<file path="src/rtl/seg7_pkg.sv">
`default_nettype none
// ============================================================================
// Module      : seg7_pkg
// Description : Shared constants and types for the seven-segment capture
//               block: the sixteen hex glyphs (bit0=a .. bit6=g), the blank
//               pattern and the captured-word structure.
// Revision    : 1.0 - initial release
// ============================================================================
package seg7_pkg;

    localparam logic [6:0] SEG_GLYPH_0 = 7'h3F;
    localparam logic [6:0] SEG_GLYPH_1 = 7'h06;
    localparam logic [6:0] SEG_GLYPH_2 = 7'h5B;
    localparam logic [6:0] SEG_GLYPH_3 = 7'h4F;
    localparam logic [6:0] SEG_GLYPH_4 = 7'h66;
    localparam logic [6:0] SEG_GLYPH_5 = 7'h6D;
    localparam logic [6:0] SEG_GLYPH_6 = 7'h7D;
    localparam logic [6:0] SEG_GLYPH_7 = 7'h07;
    localparam logic [6:0] SEG_GLYPH_8 = 7'h7F;
    localparam logic [6:0] SEG_GLYPH_9 = 7'h6F;
    localparam logic [6:0] SEG_GLYPH_A = 7'h77;
    localparam logic [6:0] SEG_GLYPH_B = 7'h7C;
    localparam logic [6:0] SEG_GLYPH_C = 7'h39;
    localparam logic [6:0] SEG_GLYPH_D = 7'h5E;
    localparam logic [6:0] SEG_GLYPH_E = 7'h79;
    localparam logic [6:0] SEG_GLYPH_F = 7'h71;

    // All segments dark; never captured, whatever the dp bit says.
    localparam logic [6:0] SEG_BLANK   = 7'h00;

    typedef struct packed {
        logic [3:0] nibble;
        logic       dp;
        logic       err;
    } seg7_word_t;

endpackage : seg7_pkg
`default_nettype wire

</file>
<file path="src/rtl/seg7_to_bin.sv">
`default_nettype none
// ============================================================================
// Module      : seg7_to_bin
// Description : Combinational glyph lookup. Maps a 7-bit segment pattern to
//               its hex digit; unknown patterns give nibble=0, err=1.
//   seg    : in  7  segment pattern, bit0=a .. bit6=g
//   nibble : out 4  decoded hex digit (0 when err)
//   err    : out 1  pattern is not one of the sixteen hex glyphs
// Revision    : 1.0 - initial release
// ============================================================================
module seg7_to_bin
    import seg7_pkg::*;
(
    input  logic [6:0] seg,
    output logic [3:0] nibble,
    output logic       err
);

    always_comb begin
        nibble = 4'h0;
        err    = 1'b0;
        case (seg)
            SEG_GLYPH_0: nibble = 4'h0;
            SEG_GLYPH_1: nibble = 4'h1;
            SEG_GLYPH_2: nibble = 4'h2;
            SEG_GLYPH_3: nibble = 4'h3;
            SEG_GLYPH_4: nibble = 4'h4;
            SEG_GLYPH_5: nibble = 4'h5;
            SEG_GLYPH_6: nibble = 4'h6;
            SEG_GLYPH_7: nibble = 4'h7;
            SEG_GLYPH_8: nibble = 4'h8;
            SEG_GLYPH_9: nibble = 4'h9;
            SEG_GLYPH_A: nibble = 4'hA;
            SEG_GLYPH_B: nibble = 4'hB;
            SEG_GLYPH_C: nibble = 4'hC;
            SEG_GLYPH_D: nibble = 4'hD;
            SEG_GLYPH_E: nibble = 4'hE;
            SEG_GLYPH_F: nibble = 4'hF;
            default:     err    = 1'b1;
        endcase
    end

endmodule : seg7_to_bin
`default_nettype wire

</file>
<file path="src/rtl/seg7_capture.sv">
`default_nettype none
// ============================================================================
// Module      : seg7_capture
// Description : Synchronizes an asynchronous seven-segment bus, waits for a
//               pattern to stay stable, decodes it once per stable episode
//               and hands the result to a consumer through a single-entry
//               valid/ready buffer.
//   clk           : in  1  clock, rising edge
//   rst           : in  1  asynchronous active-high reset
//   seg_in        : in  8  segment bus, bit0=a .. bit6=g, bit7=dp (async)
//   out_ready     : in  1  consumer accepts the current word
//   out_valid     : out 1  buffered word valid
//   out_nibble    : out 4  decoded hex digit
//   out_dp        : out 1  captured dp bit
//   out_err       : out 1  captured pattern was not a hex glyph
//   overflow      : out 1  sticky: a capture was dropped (buffer full)
//   capture_count : out 8  captures loaded into the buffer, wrapping
// Revision    : 1.0 - initial release
// ============================================================================
module seg7_capture
    import seg7_pkg::*;
#(
    parameter int STABLE_CYCLES = 4
) (
    input  logic       clk,
    input  logic       rst,
    input  logic [7:0] seg_in,
    input  logic       out_ready,
    output logic       out_valid,
    output logic [3:0] out_nibble,
    output logic       out_dp,
    output logic       out_err,
    output logic       overflow,
    output logic [7:0] capture_count
);

    localparam logic [7:0] c_cnt_max = 8'(STABLE_CYCLES - 1);

    logic [7:0] r_sync1;
    logic [7:0] r_sample;
    logic [7:0] r_prev;
    logic [7:0] r_cnt;
    logic       r_done;
    seg7_word_t r_word;
    logic       r_valid;
    logic       r_overflow;
    logic [7:0] r_count;

    logic       w_same;
    logic       w_capture;
    logic       w_load;
    logic [3:0] w_nibble;
    logic       w_err;

    // Two-flop synchronizer; everything downstream sees r_sample only.
    always_ff @(posedge clk or posedge rst) begin
        if (rst) begin
            r_sync1  <= 8'h00;
            r_sample <= 8'h00;
        end else begin
            r_sync1  <= seg_in;
            r_sample <= r_sync1;
        end
    end

    assign w_same = (r_sample == r_prev);

    // r_done remembers that the counter already sat at its ceiling last
    // cycle, so the capture pulse fires only on the first arrival there.
    // Any change in the sample re-arms it.
    assign w_capture = w_same && (r_cnt == c_cnt_max) && !r_done &&
                       (r_sample[6:0] != SEG_BLANK);

    always_ff @(posedge clk or posedge rst) begin
        if (rst) begin
            r_prev <= 8'h00;
            r_cnt  <= 8'h00;
            r_done <= 1'b0;
        end else begin
            r_prev <= r_sample;
            r_done <= w_same && (r_cnt == c_cnt_max);
            if (!w_same) begin
                r_cnt <= 8'h00;
            end else if (r_cnt != c_cnt_max) begin
                r_cnt <= r_cnt + 8'd1;
            end
        end
    end

    seg7_to_bin u_seg7_to_bin (
        .seg    (r_sample[6:0]),
        .nibble (w_nibble),
        .err    (w_err)
    );

    // A capture may load when the buffer is empty or is being drained in
    // the same cycle; otherwise it is dropped and flagged.
    assign w_load = w_capture && (!r_valid || out_ready);

    always_ff @(posedge clk or posedge rst) begin
        if (rst) begin
            r_word     <= '0;
            r_valid    <= 1'b0;
            r_overflow <= 1'b0;
            r_count    <= 8'h00;
        end else begin
            if (w_load) begin
                r_word.nibble <= w_nibble;
                r_word.dp     <= r_sample[7];
                r_word.err    <= w_err;
                r_valid       <= 1'b1;
                r_count       <= r_count + 8'd1;
            end else if (r_valid && out_ready) begin
                r_valid <= 1'b0;
            end
            if (w_capture && r_valid && !out_ready) begin
                r_overflow <= 1'b1;
            end
        end
    end

    assign out_valid     = r_valid;
    assign out_nibble    = r_word.nibble;
    assign out_dp        = r_word.dp;
    assign out_err       = r_word.err;
    assign overflow      = r_overflow;
    assign capture_count = r_count;

endmodule : seg7_capture
`default_nettype wire

</file>
<file path="config.mk">
export PLATFORM = sky130hd
export DESIGN_NAME = seg7_capture
export DESIGN_NICKNAME = d
export VERILOG_FILES = /design/src/rtl/seg7_pkg.sv /design/src/rtl/seg7_to_bin.sv /design/src/rtl/seg7_capture.sv
export SDC_FILE = /design/constraint.sdc
export NUM_CORES = 1
export LEC_CHECK = 0
export BUFFER_PORTS_ARGS = -buffer_cell sky130_fd_sc_hd__buf_2
export CAP_MARGIN = 20
export CORE_MARGIN = 8
export CORE_UTILIZATION = 25
export CTS_CLUSTER_SIZE = 12
export DETAILED_ROUTE_END_ITERATION = 16
export PLACE_DENSITY = 0.37
export SKIP_CTS_REPAIR_TIMING = 1
export SLEW_MARGIN = 40
export SYNTH_ARGS = -nofsm -noshare
export SYNTH_HDL_FRONTEND = slang
export SYNTH_SLANG_ARGS = --single-unit
</file>
<file path="constraint.sdc">
create_clock -name clk -period 2.4 [get_ports clk]
set_input_delay 0.12 -clock clk [delete_from_list [all_inputs] [get_ports clk]]
set_output_delay 0.12 -clock clk [all_outputs]
set_load 0.02 [all_outputs]
</file>
* After elaboration in Yosys (flattened, before gate mapping)
Index checks and enable logic that the tools add are counted.
** Word-level totals
- Register bits after elaboration :: 49
- Logic and storage cells :: 53
** Operators by class
- Equal/unequal tests :: 20
- Reduce and logical (&&, ||, !) cells :: 14
- Muxes and demuxes :: 6
- $add $sub $neg :: 2
** Operators by type and width (count)
- 7-bit equality test, second input constant :: 12
- 4-bit case mux with 15 select lines :: 1
- 8-bit by 1-bit adder with 8-bit output, second input constant :: 2
- 8-bit 2-to-1 mux :: 2
- 16-bit OR reduction :: 1
- 7-bit by 3-bit equality test with 1-bit output, second input constant :: 2
- 7-bit by 6-bit equality test with 1-bit output, second input constant :: 2
- 8-bit by 2-bit equality test with 1-bit output, second input constant :: 1
- 8-bit equality test :: 1
- 8-bit by 2-bit != test with 1-bit output, second input constant :: 1
- 1-bit logical AND :: 7
- 7-bit nonzero test :: 1
- 1-bit zero test :: 3
- 1-bit 2-to-1 mux :: 3
- 2-bit by 1-bit != test with 1-bit output, second input constant :: 1
- 2-bit nonzero test :: 1
- 1-bit logical OR :: 1

* Longest topological paths before layout
- Word-level depth :: 6
- Mapped depth :: 7
- Gate-level depth less buffers :: 6

* Cells and area by module
Synthesis repeated with hierarchy kept, for this count alone.
** Second synthesis, totals
- Cell total of the unflattened synthesis :: 192
- Area, all modules :: 2275.9 µm²
** Modules (own cells, without submodules)
- seg7_capture :: area an instance 1864.3 µm², cells an instance 134, instances 1
- seg7_to_bin :: area an instance 411.6 µm², cells an instance 58, instances 1

* Worst setup path before layout
No wires, ideal clock.
- Path kind :: register to register
- From :: register r_cnt[0]
- To :: register r_word, in the netlist out_nibble[0]
- Buffers on the path :: 1
- Arrival time :: 1.992 ns
- Path slack :: 0.283 ns
- Cell stages (with the launch flop) :: 7
- Setup time :: 0.125 ns
- Cell sequence :: dfrtp_1 ha_1 or4b_1 or2_1 buf_6 nor4_4 mux2_4
** On the way
- Word-level cells in the longest chain between the ends :: 5
** RTL lines
- from (decl) :: RTL line seg7_capture.sv:42 : logic [7:0] r_cnt;
- from (signal assigned) :: RTL line seg7_capture.sv:85 : r_cnt <= r_cnt + 8'd1;
- 8-bit by 2-bit equality test with 1-bit output :: RTL line seg7_capture.sv:71 : assign w_capture = w_same && (r_cnt == c_cnt_max) && !r_done &&
- 1-bit logical AND (3 in series) :: RTL line seg7_capture.sv:71
- 1-bit logical AND :: RTL line seg7_capture.sv:98 : assign w_load = w_capture && (!r_valid || out_ready);
- to (decl) :: RTL line seg7_capture.sv:44 : seg7_word_t r_word;
No other way between the ends.
A chain may end at the register's enable or synchronous reset.

* Worst setup path in the final report
- From :: register r_cnt[0]
- To :: register r_word, in the netlist out_nibble[1]
The elaborated chain is that of the path after synthesis.

==> flow_summary_export.csv <==
group,metric,value,unit
sta,fmax,0.441,GHz
die,ios,27,
setup_path,crit_arrival,2460,ps
layout,stdcell_area,2620,sq um
logic_synthesis,synth_flop_cell,"dfrtp_1",
setup_path,criticalPathCategory,"reg2reg",
logic_synthesis,yosys_warnings,0,
logic_synthesis,ys_ff_latch,49,
setup_path,r2r_slack,130,ps
sta,finalCritPeriodShare,0.945,
placement,gp_congestion,0.757,
setup_path,startpoint,"r_cnt[0]",
setup_path,r2r_end,"out_nibble[1]",
die,die_height,109,um
sta,hold_viol_final,49,
die,initial_core_util,0.253,
routing,avgRoutedWirePerCell,12.5,um
clocking,clockRootBuffer,"clkbuf_8",
global_routing,antenna_found_initial,0,
setup_path,crit_required,2590,ps
layout,drive_gt1_frac,0.258,
setup_path,r2r-start,"r_cnt[0]",
clocking,path_clk_slew,90,ps
die,core_area,8550,sq um
sta,setup_viol,0,
setup_path,worst-path-max-fanout,6,
sta,slew_viol_final,0,
die,die-area,11900,sq um
logic_synthesis,syn_avg_cell_area,11.5,sq um
routing,antenna_left,0,
logic_synthesis,synth_edf_count,0,
global_routing,grt_max_degree,50,
global_routing,grt_pass1_wl,7130,um
clocking,clock_latency,300,ps
placement,port_buffers,26,
clocking,cts_max_level,2,
logic_synthesis,synth-seq-area-share,0.566,
power,pwr_density_cell,552,nW/um^2
sta,setup_tns,0,ps
routing,avgViaCountPerCell,4.17,
sta,fin_skew,7.20,ps
setup_path,r2r_cells,6,
placement,dpl_cell_area,2450,sq um
global_routing,grt_pass1_vias,1394,
run_status,status,"complete, but fails checks",
logic_synthesis,synth_area,2170,sq um
routing,first_pass_iters,4,
setup_path,critPathCapture,"out_nibble[1]",
logic_synthesis,syn_inst,188,
die,fp-row-count,34,
routing,vias,1406,
clocking,numClockSinks,49,
routing,drt_iter0_drc,36,
layout,n_antenna_cell,0,
sta,post-route-min-period,2270,ps
run_status,failed_checks,"negative hold slack",
die,fp.dieW,109,um
layout,nNetsFinal,242,
sta,rsz0062_at_grt,"false",
sta,hold_ws,-28.1,ps
layout,syn_to_final_growth,21.0,%
hold_path,hp-class,"in2async",
logic_synthesis,synth_cell_types,44,
sta,slew_headroom,0.591,
placement,hpwlAfterDp,2890,um
sta,worst_pin_slew,613,ps
setup_path,critPathCaptureType,"register",
logic_synthesis,synthArstFlopShare,1.00,
routing,remaining_drc_errors,0,
setup_path,worstSetupStartpointType,"register",
routing,postRouteWirelength,4230,um
global_routing,grt_usage,0.0773,
logic_synthesis,synth_fp_nets,201,
power,p_leak,1.23,nW
clocking,cts_buffers,5,
clocking,cts_tree,"yes",
global_routing,grt_overflow,0,
power,vdd_drop_max,0.267,mV
job,maxCapViolations,0,
clocking,clockBufferDepth,2,
## worst min path at each step
| stage | cells after the start | to | slack, ps | from |
|---|---|---|---|---|
| 3_5_place_dp | 1 | r_sync1[4] | 230 | seg_in[4] |
| 6_report | 3 | capture_count[1] | -30 | rst |
| 4_1_cts | 1 | r_sync1[4] | -90 | seg_in[4] |
| 3_3_place_gp | 1 | r_sync1[2] | 230 | seg_in[2] |
| 2_1_floorplan | 0 | r_sync1[0] | 150 | seg_in[0] |
| 5_1_grt | 3 | capture_count[1] | 30 | rst |
## metal layers
| layer | routed length [um] | vias to the layer above | GRT usage |
|---|---|---|---|
| met4 | 76 | 0 | 0.0352 |
| met5 | 0 | - | 0 |
| met1 | 2140 | 667 | 0.104 |
| li1 | - | 709 | - |
| met3 | 219 | 7 | 0.0248 |
| met2 | 1790 | 23 | 0.110 |
## state kept, by name, summed over array words and instances, names as in the netlist
name and count:
out_dp 1, out_nibble 4, out_err 1, out_valid 1, r_sync1 8, r_prev 8
r_sample 8, r_done 1, overflow 1, r_cnt 8, capture_count 8
## power by group
part / switching, W / total [W] / internal, W
clock: 0.000255 / 0.000484 / 0.000229
sequential: 0.0000125 / 0.000858 / 0.000845
combinational: 0.0000612 / 0.000106 / 0.0000445
## cell families (layout without fill, tap and decap cells)
family | after synthesis | in the layout | synth area share
AND/OR/NAND/NOR | 71 | 71 | 0.185
flip-flops | 49 | 49 | 0.566
XOR/XNOR | 23 | 23 | 0.0930
AO/OA/AOI/OAI | 21 | 21 | 0.0658
buffers and inverters | 14 | 55 | 0.0306
multiplexers | 8 | 8 | 0.0479
adder cells (fa/ha/maj) | 2 | 2 | 0.0115
## critical path: stages (launching register included)
cell and delay (ps):
dfrtp_1 390, ha_1 230, or4b_1 470, or2_1 360, nor4_4 230, buf_4 190, mux2_4 290
## cells in the final DEF, fill, tap and decap left out, drive strengths merged, types with 3 or more instances in the layout
master and instances:
inv 4, and3 3, dfrtp 49, nor2 22, nor4 5, nand2 13
xor2 18, a21oi 4, mux2 7, dlygate4sd3 8, o21ai 6, nand3 11
xnor2 5, or2 3, nor3 5, clkbuf 7, buf 36
## final cells by class
type	count	area, sq um
timing repair buffer	44	285
sequential	49	1230
fill	879	5930
multi-input combinational	125	875
inverter	4	15.0
tap	108	135
clock buffer	7	86.3
## synthesized netlist by cell type, drive strengths merged, types with 2 or more instances
master | instances | share of area
nor4 | 5 | 0.031
clkbuf | 4 | 0.0069
xor2 | 18 | 0.073
xnor2 | 5 | 0.020
nor3 | 5 | 0.017
or2 | 3 | 0.0087
ha | 2 | 0.012
dfrtp | 49 | 0.57
o211ai | 2 | 0.0069
o21ai | 6 | 0.014
nand2 | 13 | 0.024
inv | 4 | 0.0069
a21oi | 4 | 0.0092
nand3 | 11 | 0.025
o31ai | 2 | 0.0069
mux2 | 7 | 0.043
nor2 | 22 | 0.038
buf | 6 | 0.017
a21o | 2 | 0.0069
and3 | 3 | 0.0092
## per-stage QoR
step	cells	util	power, W	setup slack, ps
2_1_floorplan	188	-	0.000941	283
3_3_place_gp	321	0.286	0.000975	171
3_5_place_dp	321	0.286	0.000974	153
4_1_cts	328	0.296	0.00147	141
5_1_grt	337	0.307	0.00152	1.39
6_report	337	0.307	0.00145	132
Power figures use the tool's default switching activity.
